File: src/rtl/regfile_scoreboard_if.sv
// regfile_scoreboard_if: read, writeback, issue and flush signals between the pipeline and the register file
interface regfile_scoreboard_if #(
    parameter int XLEN = 64,
    parameter int AW   = 5,
    parameter int NRD  = 2
);
    logic [NRD*AW-1:0]   rs_addr;
    logic [NRD*XLEN-1:0] rs_data;
    logic [NRD-1:0]      rs_busy;
    logic                wb_en;
    logic [AW-1:0]       wb_addr;
    logic [XLEN-1:0]     wb_data;
    logic                iss_en;
    logic [AW-1:0]       iss_addr;
    logic                flush;
    logic [AW:0]         pend_cnt;
    modport master (output rs_addr, wb_en, wb_addr, wb_data, iss_en, iss_addr, flush,
                    input rs_data, rs_busy, pend_cnt);
    modport slave  (input rs_addr, wb_en, wb_addr, wb_data, iss_en, iss_addr, flush,
                    output rs_data, rs_busy, pend_cnt);
endinterface

File: src/rtl/regfile_scoreboard.sv
// regfile_scoreboard: register file with write-through bypass, hardwired x0 and pending-write scoreboard
module regfile_scoreboard #(
    parameter int XLEN  = 64,
    parameter int NREGS = 32,
    parameter int AW    = 5,
    parameter int NRD   = 2
) (
    input  logic                  clk,
    input  logic                  reset,
    regfile_scoreboard_if.slave   bus
);
    logic [XLEN-1:0]     r_regs [NREGS];
    logic [NREGS-1:0]    r_pend;
    logic [AW:0]         r_cnt;
    logic                w_wr;
    logic                w_set;
    logic                w_inc;
    logic                w_dec;
    logic [AW-1:0]       w_a;
    logic [NRD*XLEN-1:0] w_rd;
    logic [NRD-1:0]      w_busy;

    assign w_wr  = bus.wb_en && bus.wb_addr != '0;
    assign w_set = bus.iss_en && bus.iss_addr != '0;
    assign w_inc = w_set && !r_pend[bus.iss_addr];
    // a release is cancelled when the same register is re-reserved in this cycle
    assign w_dec = w_wr && r_pend[bus.wb_addr] && !(w_set && bus.iss_addr == bus.wb_addr);

    always_comb begin
        w_rd   = '0;
        w_busy = '0;
        w_a    = '0;
        for (int i = 0; i < NRD; i++) begin
            w_a = bus.rs_addr[i*AW +: AW];
            w_rd[i*XLEN +: XLEN] = (reset || w_a == '0) ? '0 :
                                   (bus.wb_en && bus.wb_addr == w_a) ? bus.wb_data : r_regs[w_a];
            w_busy[i] = !reset && r_pend[w_a] && !(bus.wb_en && bus.wb_addr == w_a);
        end
    end

    assign bus.rs_data  = w_rd;
    assign bus.rs_busy  = w_busy;
    assign bus.pend_cnt = r_cnt;

    always_ff @(posedge clk) begin
        if (reset) begin
            for (int i = 0; i < NREGS; i++) r_regs[i] <= '0;
        end else if (w_wr) begin
            r_regs[bus.wb_addr] <= bus.wb_data;
        end
    end

    // later set overrides earlier clear, so a same-address reserve wins
    always_ff @(posedge clk) begin
        if (reset || bus.flush) begin
            r_pend <= '0;
            r_cnt  <= '0;
        end else begin
            if (w_wr) r_pend[bus.wb_addr] <= 1'b0;
            if (w_set) r_pend[bus.iss_addr] <= 1'b1;
            r_cnt <= r_cnt + {{AW{1'b0}}, w_inc} - {{AW{1'b0}}, w_dec};
        end
    end
endmodule
File: src/flat_wrapper.sv
// flat-port wrapper written by rule: the top's interface ports become plain ports
module regfile_scoreboard_flat 
#(
    parameter int XLEN  = 64,
    parameter int NREGS = 32,
    parameter int AW    = 5,
    parameter int NRD   = 2
)
  (clk, reset, bus_rs_addr, bus_wb_en, bus_wb_addr, bus_wb_data, bus_iss_en, bus_iss_addr, bus_flush, bus_rs_data, bus_rs_busy, bus_pend_cnt);
  regfile_scoreboard_if #(.XLEN(XLEN), .AW(AW), .NRD(NRD)) bus_i ();
  input  logic clk;
  input  logic reset;
  input wire logic [$bits(bus_i.rs_addr)-1:0] bus_rs_addr;
  input wire logic [$bits(bus_i.wb_en)-1:0] bus_wb_en;
  input wire logic [$bits(bus_i.wb_addr)-1:0] bus_wb_addr;
  input wire logic [$bits(bus_i.wb_data)-1:0] bus_wb_data;
  input wire logic [$bits(bus_i.iss_en)-1:0] bus_iss_en;
  input wire logic [$bits(bus_i.iss_addr)-1:0] bus_iss_addr;
  input wire logic [$bits(bus_i.flush)-1:0] bus_flush;
  output wire logic [$bits(bus_i.rs_data)-1:0] bus_rs_data;
  output wire logic [$bits(bus_i.rs_busy)-1:0] bus_rs_busy;
  output wire logic [$bits(bus_i.pend_cnt)-1:0] bus_pend_cnt;
  assign bus_i.rs_addr = bus_rs_addr;
  assign bus_i.wb_en = bus_wb_en;
  assign bus_i.wb_addr = bus_wb_addr;
  assign bus_i.wb_data = bus_wb_data;
  assign bus_i.iss_en = bus_iss_en;
  assign bus_i.iss_addr = bus_iss_addr;
  assign bus_i.flush = bus_flush;
  assign bus_rs_data = bus_i.rs_data;
  assign bus_rs_busy = bus_i.rs_busy;
  assign bus_pend_cnt = bus_i.pend_cnt;
  regfile_scoreboard #(.XLEN(XLEN), .NREGS(NREGS), .AW(AW), .NRD(NRD)) u_core (.clk(clk), .reset(reset), .bus(bus_i));
endmodule
File: config.mk
export PLATFORM = sky130hd
export DESIGN_NAME = regfile_scoreboard_flat
export DESIGN_NICKNAME = d
export VERILOG_FILES = /design/src/rtl/regfile_scoreboard_if.sv /design/src/rtl/regfile_scoreboard.sv /design/src/flat_wrapper.sv
export SDC_FILE = /design/constraint.sdc
export NUM_CORES = 2
export LEC_CHECK = 0
export CORE_MARGIN = 1
export CORE_UTILIZATION = 57
export CTS_BUF_LIST = sky130_fd_sc_hd__clkbuf_16
export CTS_CLUSTER_DIAMETER = 200
export DETAILED_ROUTE_END_ITERATION = 16
export PLACE_DENSITY_LB_ADDON = 0.25
export SKIP_LAST_GASP = 1
export SYNTH_ARGS = -nofsm -noshare
export SYNTH_HDL_FRONTEND = slang
export SYNTH_SLANG_ARGS = --single-unit
File: constraint.sdc
create_clock -name clk -period 4.9 [get_ports clk]
set_input_delay 0.735 -clock clk [delete_from_list [all_inputs] [get_ports clk]]
set_output_delay 0.735 -clock clk [all_outputs]
set_load 0.01 [all_outputs]
* Yosys cells after proc, flatten, opt, wreduce, memory -nomap -nowiden *
Memories as Yosys holds them, arrays and structs flattened.
Cells that the tools add are included.

operators by class
  $add $sub $neg = 2
  $lt $le $gt $ge = 6
  equal/unequal tests = 3
  multiplexer cells = 27
  bitwise gates (word level) = 3
  reduce and logical (&&, ||, !) cells = 27

operators with widths
  kind                                                               number
  two-way mux 64 bit                                                 5
  two-way mux 32 bit                                                 3
  OR reduction 64 bit                                                1
  bitwise AND 32 bit                                                 1
  inverter 32 bit                                                    1
  OR 32 bit                                                          1
  less-than comparator 5 x 6 -> 1 bit, second input constant         4
  binary-select mux 1 bit (select 5 bit)                             4
  == test 5 bit                                                      3
  logical AND 1 bit                                                  14
  two-way mux 1 bit                                                  12
  demux 1 bit (select 5 bit)                                         2
  greater-or-equal comparator 5 x 1 -> 1 bit, second input constant  2
  zero test 5 bit                                                    2
  nonzero test 5 bit                                                 2
  adder 6 x 1 -> 6 bit                                               1
  subtractor 6 x 1 -> 6 bit                                          1
  zero test 1 bit                                                    5
  two-way mux 5 bit                                                  1
  logical OR 1 bit                                                   3

storage, ports and cells
  flip-flop bits (word level) = 38
  memory bits (writable) = 2,048
  input port bits = 89
  memories = 1

memories
  memory         words  width  rd ports  clocked after Yosys merged registers in  wr ports  RTL line                  text
  u_core.r_regs  32     64     2         0                                        32        regfile_scoreboard.sv:12  logic [XLEN-1:0] r_regs [NREGS];

* Logic depth before layout (Yosys ltp) *
  depth after elaboration = 10
  mapped depth = 16
  gate-level depth less buffers = 14

* Worst setup path after synthesis *
OpenSTA, ideal clock, no wires.

  kind = input-to-reg
  start = in bus_wb_addr[0]
  end = mem u_core.r_regs[12][0], enable pin
  arrival time = 4.649 ns
  required time = 4.401 ns
  setup slack = -0.248 ns
  stages on the path = 6
  path through = buf_2 buf_2 nor3_1 nand2_1 clkbuf_1 o21bai_1

RTL lines
  what                RTL line                  text
  start: declaration  flat_wrapper.sv:15        input wire logic [$bits(bus_i.wb_addr)-1:0] bus_wb_addr;
  end: declaration    regfile_scoreboard.sv:12

* Worst setup path after layout *
  start = in bus_rs_addr[1]
  end = out bus_rs_data[35]

between the ends
  longest elaborated chain between the ends = 4
  elaborated cells between the ends (all ways) = 7
  those cells by class = eq/ne (1); mux (2); reduce/logical (3); memory (1)

RTL lines
  what                                                                               RTL line                  text
  start: declaration                                                                 flat_wrapper.sv:13        input wire logic [$bits(bus_i.rs_addr)-1:0] bus_rs_addr;
  parallel branches: the longest is 3 deep, another holds memory read (32 x 64 bit)  --
  two-way mux 64 bit *                                                               regfile_scoreboard.sv:35  w_rd[i*XLEN +: XLEN] = (reset || w_a == '0) ? '0 :
  end: declaration                                                                   flat_wrapper.sv:20        output wire logic [$bits(bus_i.rs_data)-1:0] bus_rs_data;

Every way passes the cells marked *.

==> results.sh <==
export IMPL_run_status="finished, final reports clean"
export IMPL_grtUsageTotal_pct=39.8
export IMPL_drt_drc_violations_left=0
export IMPL_post_place_cells=10452
export IMPL_avgRoutedWirePerCell_um=36.6
export IMPL_timing_reg2reg_worst_path_depth=14
export IMPL_cts_post_setup_buffers_inserted=0
export IMPL_timing_slew_headroom_pct=23.4
export IMPL_floorplan_die_height_um=446
export IMPL_critical_path_slowest_cell="sky130_fd_sc_hd__nor3_1"
export IMPL_syn2layout_area_growth_pct=12.8
export IMPL_synth_edff_count=2048
export IMPL_timing_final_hold_violations=0
export IMPL_finish_net_count=8142
export IMPL_synth_top_family_by_area="multiplexers"
export IMPL_synthXorXnorAreaFrac_pct=0.148
export IMPL_worstReg2RegEnd="u_core.bus.pend_cnt[4]"
export IMPL_htreeDepth=4
export IMPL_leakage_nw=45.2
export IMPL_fmax_ghz=0.215
export IMPL_maximum_number_of_pins_on_one_net_before_global_route_repair=92
export IMPL_routed_wl_um=398000
export IMPL_share_of_layout_cells_above_drive_strength_1_pct=18.7
export IMPL_netlist_instances=7976
export IMPL_ctsRootBufferMaster="sky130_fd_sc_hd__clkbuf_16"
export IMPL_synth_lib_cells_used_distinct=56
export IMPL_viasPerCell=7.24
export IMPL_ir_drop_mv=0.289
export IMPL_cts_hold_buf=0
export IMPL_cts_sink_count=2086
export IMPL_synth_area_mux_share_pct=21.9
export IMPL_ys_warn_count=0
export IMPL_timing_final_crit_share_pct=95.0
export IMPL_worst_skew_pair_late_latency_ns=0.88
export IMPL_floorplan_initialDensity_pct=57.6
export IMPL_synth_seq_area_share_pct=55.3
export IMPL_grt_setup_unrepaired="false"
export IMPL_crit_reg2reg_launch="u_core.r_pend[19]"
export IMPL_data_required_time_of_the_critical_path_ns=4.16
export IMPL_hp_start="reset"
export IMPL_synth_compound_area_share_pct=6.44
export IMPL_synthAdderAreaFrac_pct=0.0845
export IMPL_route_antenna_remaining_nets=0
export IMPL_post_cts_resized_instances=0
export IMPL_synth_top_flop_cell="sky130_fd_sc_hd__edfxtp_1"
export IMPL_gr_total_overflow=0
export IMPL_critical_path_peak_fanout=39
export IMPL_design_core_area_sq_mm=0.196
export IMPL_grt_first_pass_wirelength_um=560000
export IMPL_detailed_place_hpwl_um=230000
export IMPL_final_max_slew_viol_count=0
export IMPL_synthesized_area_fraction_occupied_by_and_or_nand_nor_cells_pct=12.8
export IMPL_crit_path_cell_trace="buf_8, or3b_4, buf_12, o21ai_0, nor3_1, a22oi_1, a32o_1, clkdlybuf4s50_1"
export IMPL_postSynth_asyncResetShare_pct=0
export IMPL_worst_pin_slew_ns=1.15
export IMPL_setup_violations=0
export IMPL_fin_crit_ns=4.66
export IMPL_hold_path_end="u_core.r_regs[0][59]"
export IMPL_cts_tree="built"
export IMPL_clk_transition_reported_paths_ns=0.06
export IMPL_synth_area_sq_mm=0.113
export IMPL_max_stage_delay_ns=0.82
export IMPL_post_synth_cell_area_avg_sq_um=14.1
export IMPL_fp_dieArea_sq_mm=0.199
export IMPL_timing_critical_path_from_type="primary input"
export IMPL_vias_after_detailed_routing=78705
export IMPL_timing_reg2reg_setup_slack_ns=1.69
export IMPL_min_path_type="primary input to flop"
export IMPL_die_w_um=446
export IMPL_p_per_area_mw_per_mm2=335
export IMPL_number_of_design_rule_violations_left_by_the_first_detailed_router_iteration=13167
export IMPL_crit_type="primary input to primary output"
export IMPL_clock_skew_ns=0.00544
export IMPL_cts_made_buffers=216
export IMPL_drt_pre_antenna_iters=6
export IMPL_antenna_violations_before_repair=29
export IMPL_filler_free_cell_count_of_the_finished_design=10876
export IMPL_first_global_vias=78374
export IMPL_final_weighted_congestion_in_routability_driven_placement=0.917
export IMPL_placement_rows=162
export IMPL_timing_critical_path_arrival_ns=3.92
export IMPL_critPathCaptureType="primary output"
export IMPL_power_total_mw=42.5
export IMPL_maxCapViolCount=0
export IMPL_design_portCount=225
export IMPL_cts_root_to_sink_buffers=3
export IMPL_hold_path_cell_count=1
export IMPL_number_of_synthesized_register_bits=2086
export IMPL_port_buffer_count=224
sequential cells by signal, indices dropped and copies added, names as in the netlist:
register / cells
u_core.r_regs: 2048
u_core.r_pend: 32
u_core.bus.pend_cnt: 6
area by class of cell:
| cell class | count | area, sq um |
|---|---|---|
| sequential | 2086 | 62300 |
| timing repair buffer | 647 | 7160 |
| clock buffer | 217 | 5430 |
| fill | 13746 | 68600 |
| antenna | 29 | 72.6 |
| clock inverter | 178 | 1200 |
| multi-input combinational | 5079 | 47500 |
| tap | 2624 | 3280 |
| inverter | 16 | 62.6 |
placed cells by master, fill, tap and decap left out, types with 6 or more instances in the layout:
cell type	instances
sky130_fd_sc_hd__a211oi_1	61
sky130_fd_sc_hd__a21oi_1	53
sky130_fd_sc_hd__a221o_1	18
sky130_fd_sc_hd__a22oi_1	194
sky130_fd_sc_hd__a31oi_1	6
sky130_fd_sc_hd__a32o_1	125
sky130_fd_sc_hd__and2_1	1988
sky130_fd_sc_hd__buf_12	137
sky130_fd_sc_hd__buf_4	288
sky130_fd_sc_hd__bufinv_16	12
sky130_fd_sc_hd__clkbuf_16	217
sky130_fd_sc_hd__clkdlybuf4s50_1	213
sky130_fd_sc_hd__clkinv_1	53
sky130_fd_sc_hd__clkinv_2	37
sky130_fd_sc_hd__conb_1	64
sky130_fd_sc_hd__dfxtp_1	38
sky130_fd_sc_hd__diode_2	29
sky130_fd_sc_hd__edfxtp_1	2048
sky130_fd_sc_hd__ha_1	6
sky130_fd_sc_hd__inv_1	72
sky130_fd_sc_hd__inv_6	6
sky130_fd_sc_hd__mux2_2	20
sky130_fd_sc_hd__mux2i_1	824
sky130_fd_sc_hd__mux4_2	712
sky130_fd_sc_hd__nand2_1	128
sky130_fd_sc_hd__nand2b_1	16
sky130_fd_sc_hd__nand3_1	16
sky130_fd_sc_hd__nand3b_1	8
sky130_fd_sc_hd__nor2_1	107
sky130_fd_sc_hd__nor2_4	33
sky130_fd_sc_hd__nor3_1	98
sky130_fd_sc_hd__o211ai_1	122
sky130_fd_sc_hd__o21ai_0	135
sky130_fd_sc_hd__o21bai_1	46
sky130_fd_sc_hd__o21bai_4	30
sky130_fd_sc_hd__o221ai_1	40
sky130_fd_sc_hd__o22ai_1	152
sky130_fd_sc_hd__xnor2_1	10
sky130_fd_sc_hd__xor2_1	9
cells in the mapped netlist, types with 3 or more instances:
library cell	count	area share, %
sky130_fd_sc_hd__buf_2	199	0.88
sky130_fd_sc_hd__nor3_1	98	0.44
sky130_fd_sc_hd__clkbuf_1	580	1.9
sky130_fd_sc_hd__o21ai_0	135	0.60
sky130_fd_sc_hd__buf_4	33	0.22
sky130_fd_sc_hd__buf_6	13	0.13
sky130_fd_sc_hd__nor2b_1	10	0.056
sky130_fd_sc_hd__nand2b_1	17	0.094
sky130_fd_sc_hd__a32o_1	125	1.1
sky130_fd_sc_hd__or3b_2	4	0.031
sky130_fd_sc_hd__mux2_2	20	0.20
sky130_fd_sc_hd__a221oi_1	4	0.031
sky130_fd_sc_hd__or4_1	3	0.020
sky130_fd_sc_hd__o221ai_1	40	0.31
sky130_fd_sc_hd__a21o_1	4	0.027
sky130_fd_sc_hd__edfxtp_1	2048	55
sky130_fd_sc_hd__and2_1	1989	11
sky130_fd_sc_hd__or3_1	3	0.017
sky130_fd_sc_hd__a221o_1	18	0.16
sky130_fd_sc_hd__nand2_1	128	0.43
sky130_fd_sc_hd__mux4_2	712	14
sky130_fd_sc_hd__a31oi_1	6	0.033
sky130_fd_sc_hd__dfxtp_1	38	0.68
sky130_fd_sc_hd__nand3_1	17	0.076
sky130_fd_sc_hd__nor2_1	138	0.46
sky130_fd_sc_hd__mux2i_1	824	7.3
sky130_fd_sc_hd__ha_1	6	0.067
sky130_fd_sc_hd__nand3b_1	8	0.053
sky130_fd_sc_hd__mux4_1	4	0.093
sky130_fd_sc_hd__o22ai_1	152	0.84
sky130_fd_sc_hd__xnor2_1	10	0.078
sky130_fd_sc_hd__xor2_1	9	0.070
sky130_fd_sc_hd__a21oi_1	53	0.24
sky130_fd_sc_hd__o211ai_1	122	0.81
sky130_fd_sc_hd__or2_2	3	0.017
sky130_fd_sc_hd__o21bai_1	76	0.51
sky130_fd_sc_hd__a211oi_1	61	0.41
sky130_fd_sc_hd__inv_1	16	0.053
sky130_fd_sc_hd__a22o_1	3	0.023
sky130_fd_sc_hd__a22oi_1	194	1.3
sky130_fd_sc_hd__nor3b_1	3	0.020
sky130_fd_sc_hd__buf_1	32	0.11
power breakdown:
group | switching (mW) | internal (mW) | leakage (nW)
clock network | 7.14 | 8.63 | 3.48
registers | 0.536 | 20.6 | 19.8
logic | 3.27 | 2.33 | 21.9
total | 10.9 | 31.5 | 45.2
stage by stage:
step | setup TNS (ns) | area (sq um) | hold slack (ns) | utilization [%] | setup slack (ns)
global route | 0 | 127000 | 0.430 | 64.9 | 0.253
finish | 0 | 127000 | 0.459 | 64.9 | 0.243
detailed placement | 0 | 120000 | 0.527 | 61.5 | 0.239
floorplan | -135.69 | 113000 | 0.480 | - | -0.248
CTS | 0 | 127000 | 0.410 | 64.9 | 0.355
global placement | 0 | 120000 | 0.520 | 61.5 | 0.198
critical path: cells and delay by family:
family / cells / cell delay [ns]
buffers and inverters: 3 / 1.00
and+or+nand+nor: 2 / 1.40
AOI/OAI and AO/OA: 3 / 0.67
layer usage:
metal	track usage [%]	wire [um]
met5	0	37
met4	28.1	32300
met3	10.1	53800
met2	61.7	183000
met1	48.9	129000
cell families after synthesis:
kind of cell / Yosys count
adder cells (fa/ha/maj): 7
multiplexers: 1560
AND/OR/NAND/NOR: 2431
other: 1
buffers and inverters: 874
flip-flops: 2086
XOR/XNOR: 19
AO/OA/AOI/OAI: 998
how the worst max path moves through the flow:
stage	start	depth (start not counted)	to
final	bus_rs_addr[1]	8	bus_rs_data[35]
after global routing	bus_wb_addr[0]	8	bus_rs_data[98]
after CTS	bus_wb_addr[0]	8	bus_rs_data[60]
after detailed placement	bus_wb_addr[0]	16	u_core.bus.pend_cnt[4]
after global placement	bus_wb_addr[0]	16	u_core.bus.pend_cnt[4]
after floorplan	bus_wb_addr[0]	6	u_core.r_regs[12][0]
Power figures use the tool's default switching activity.
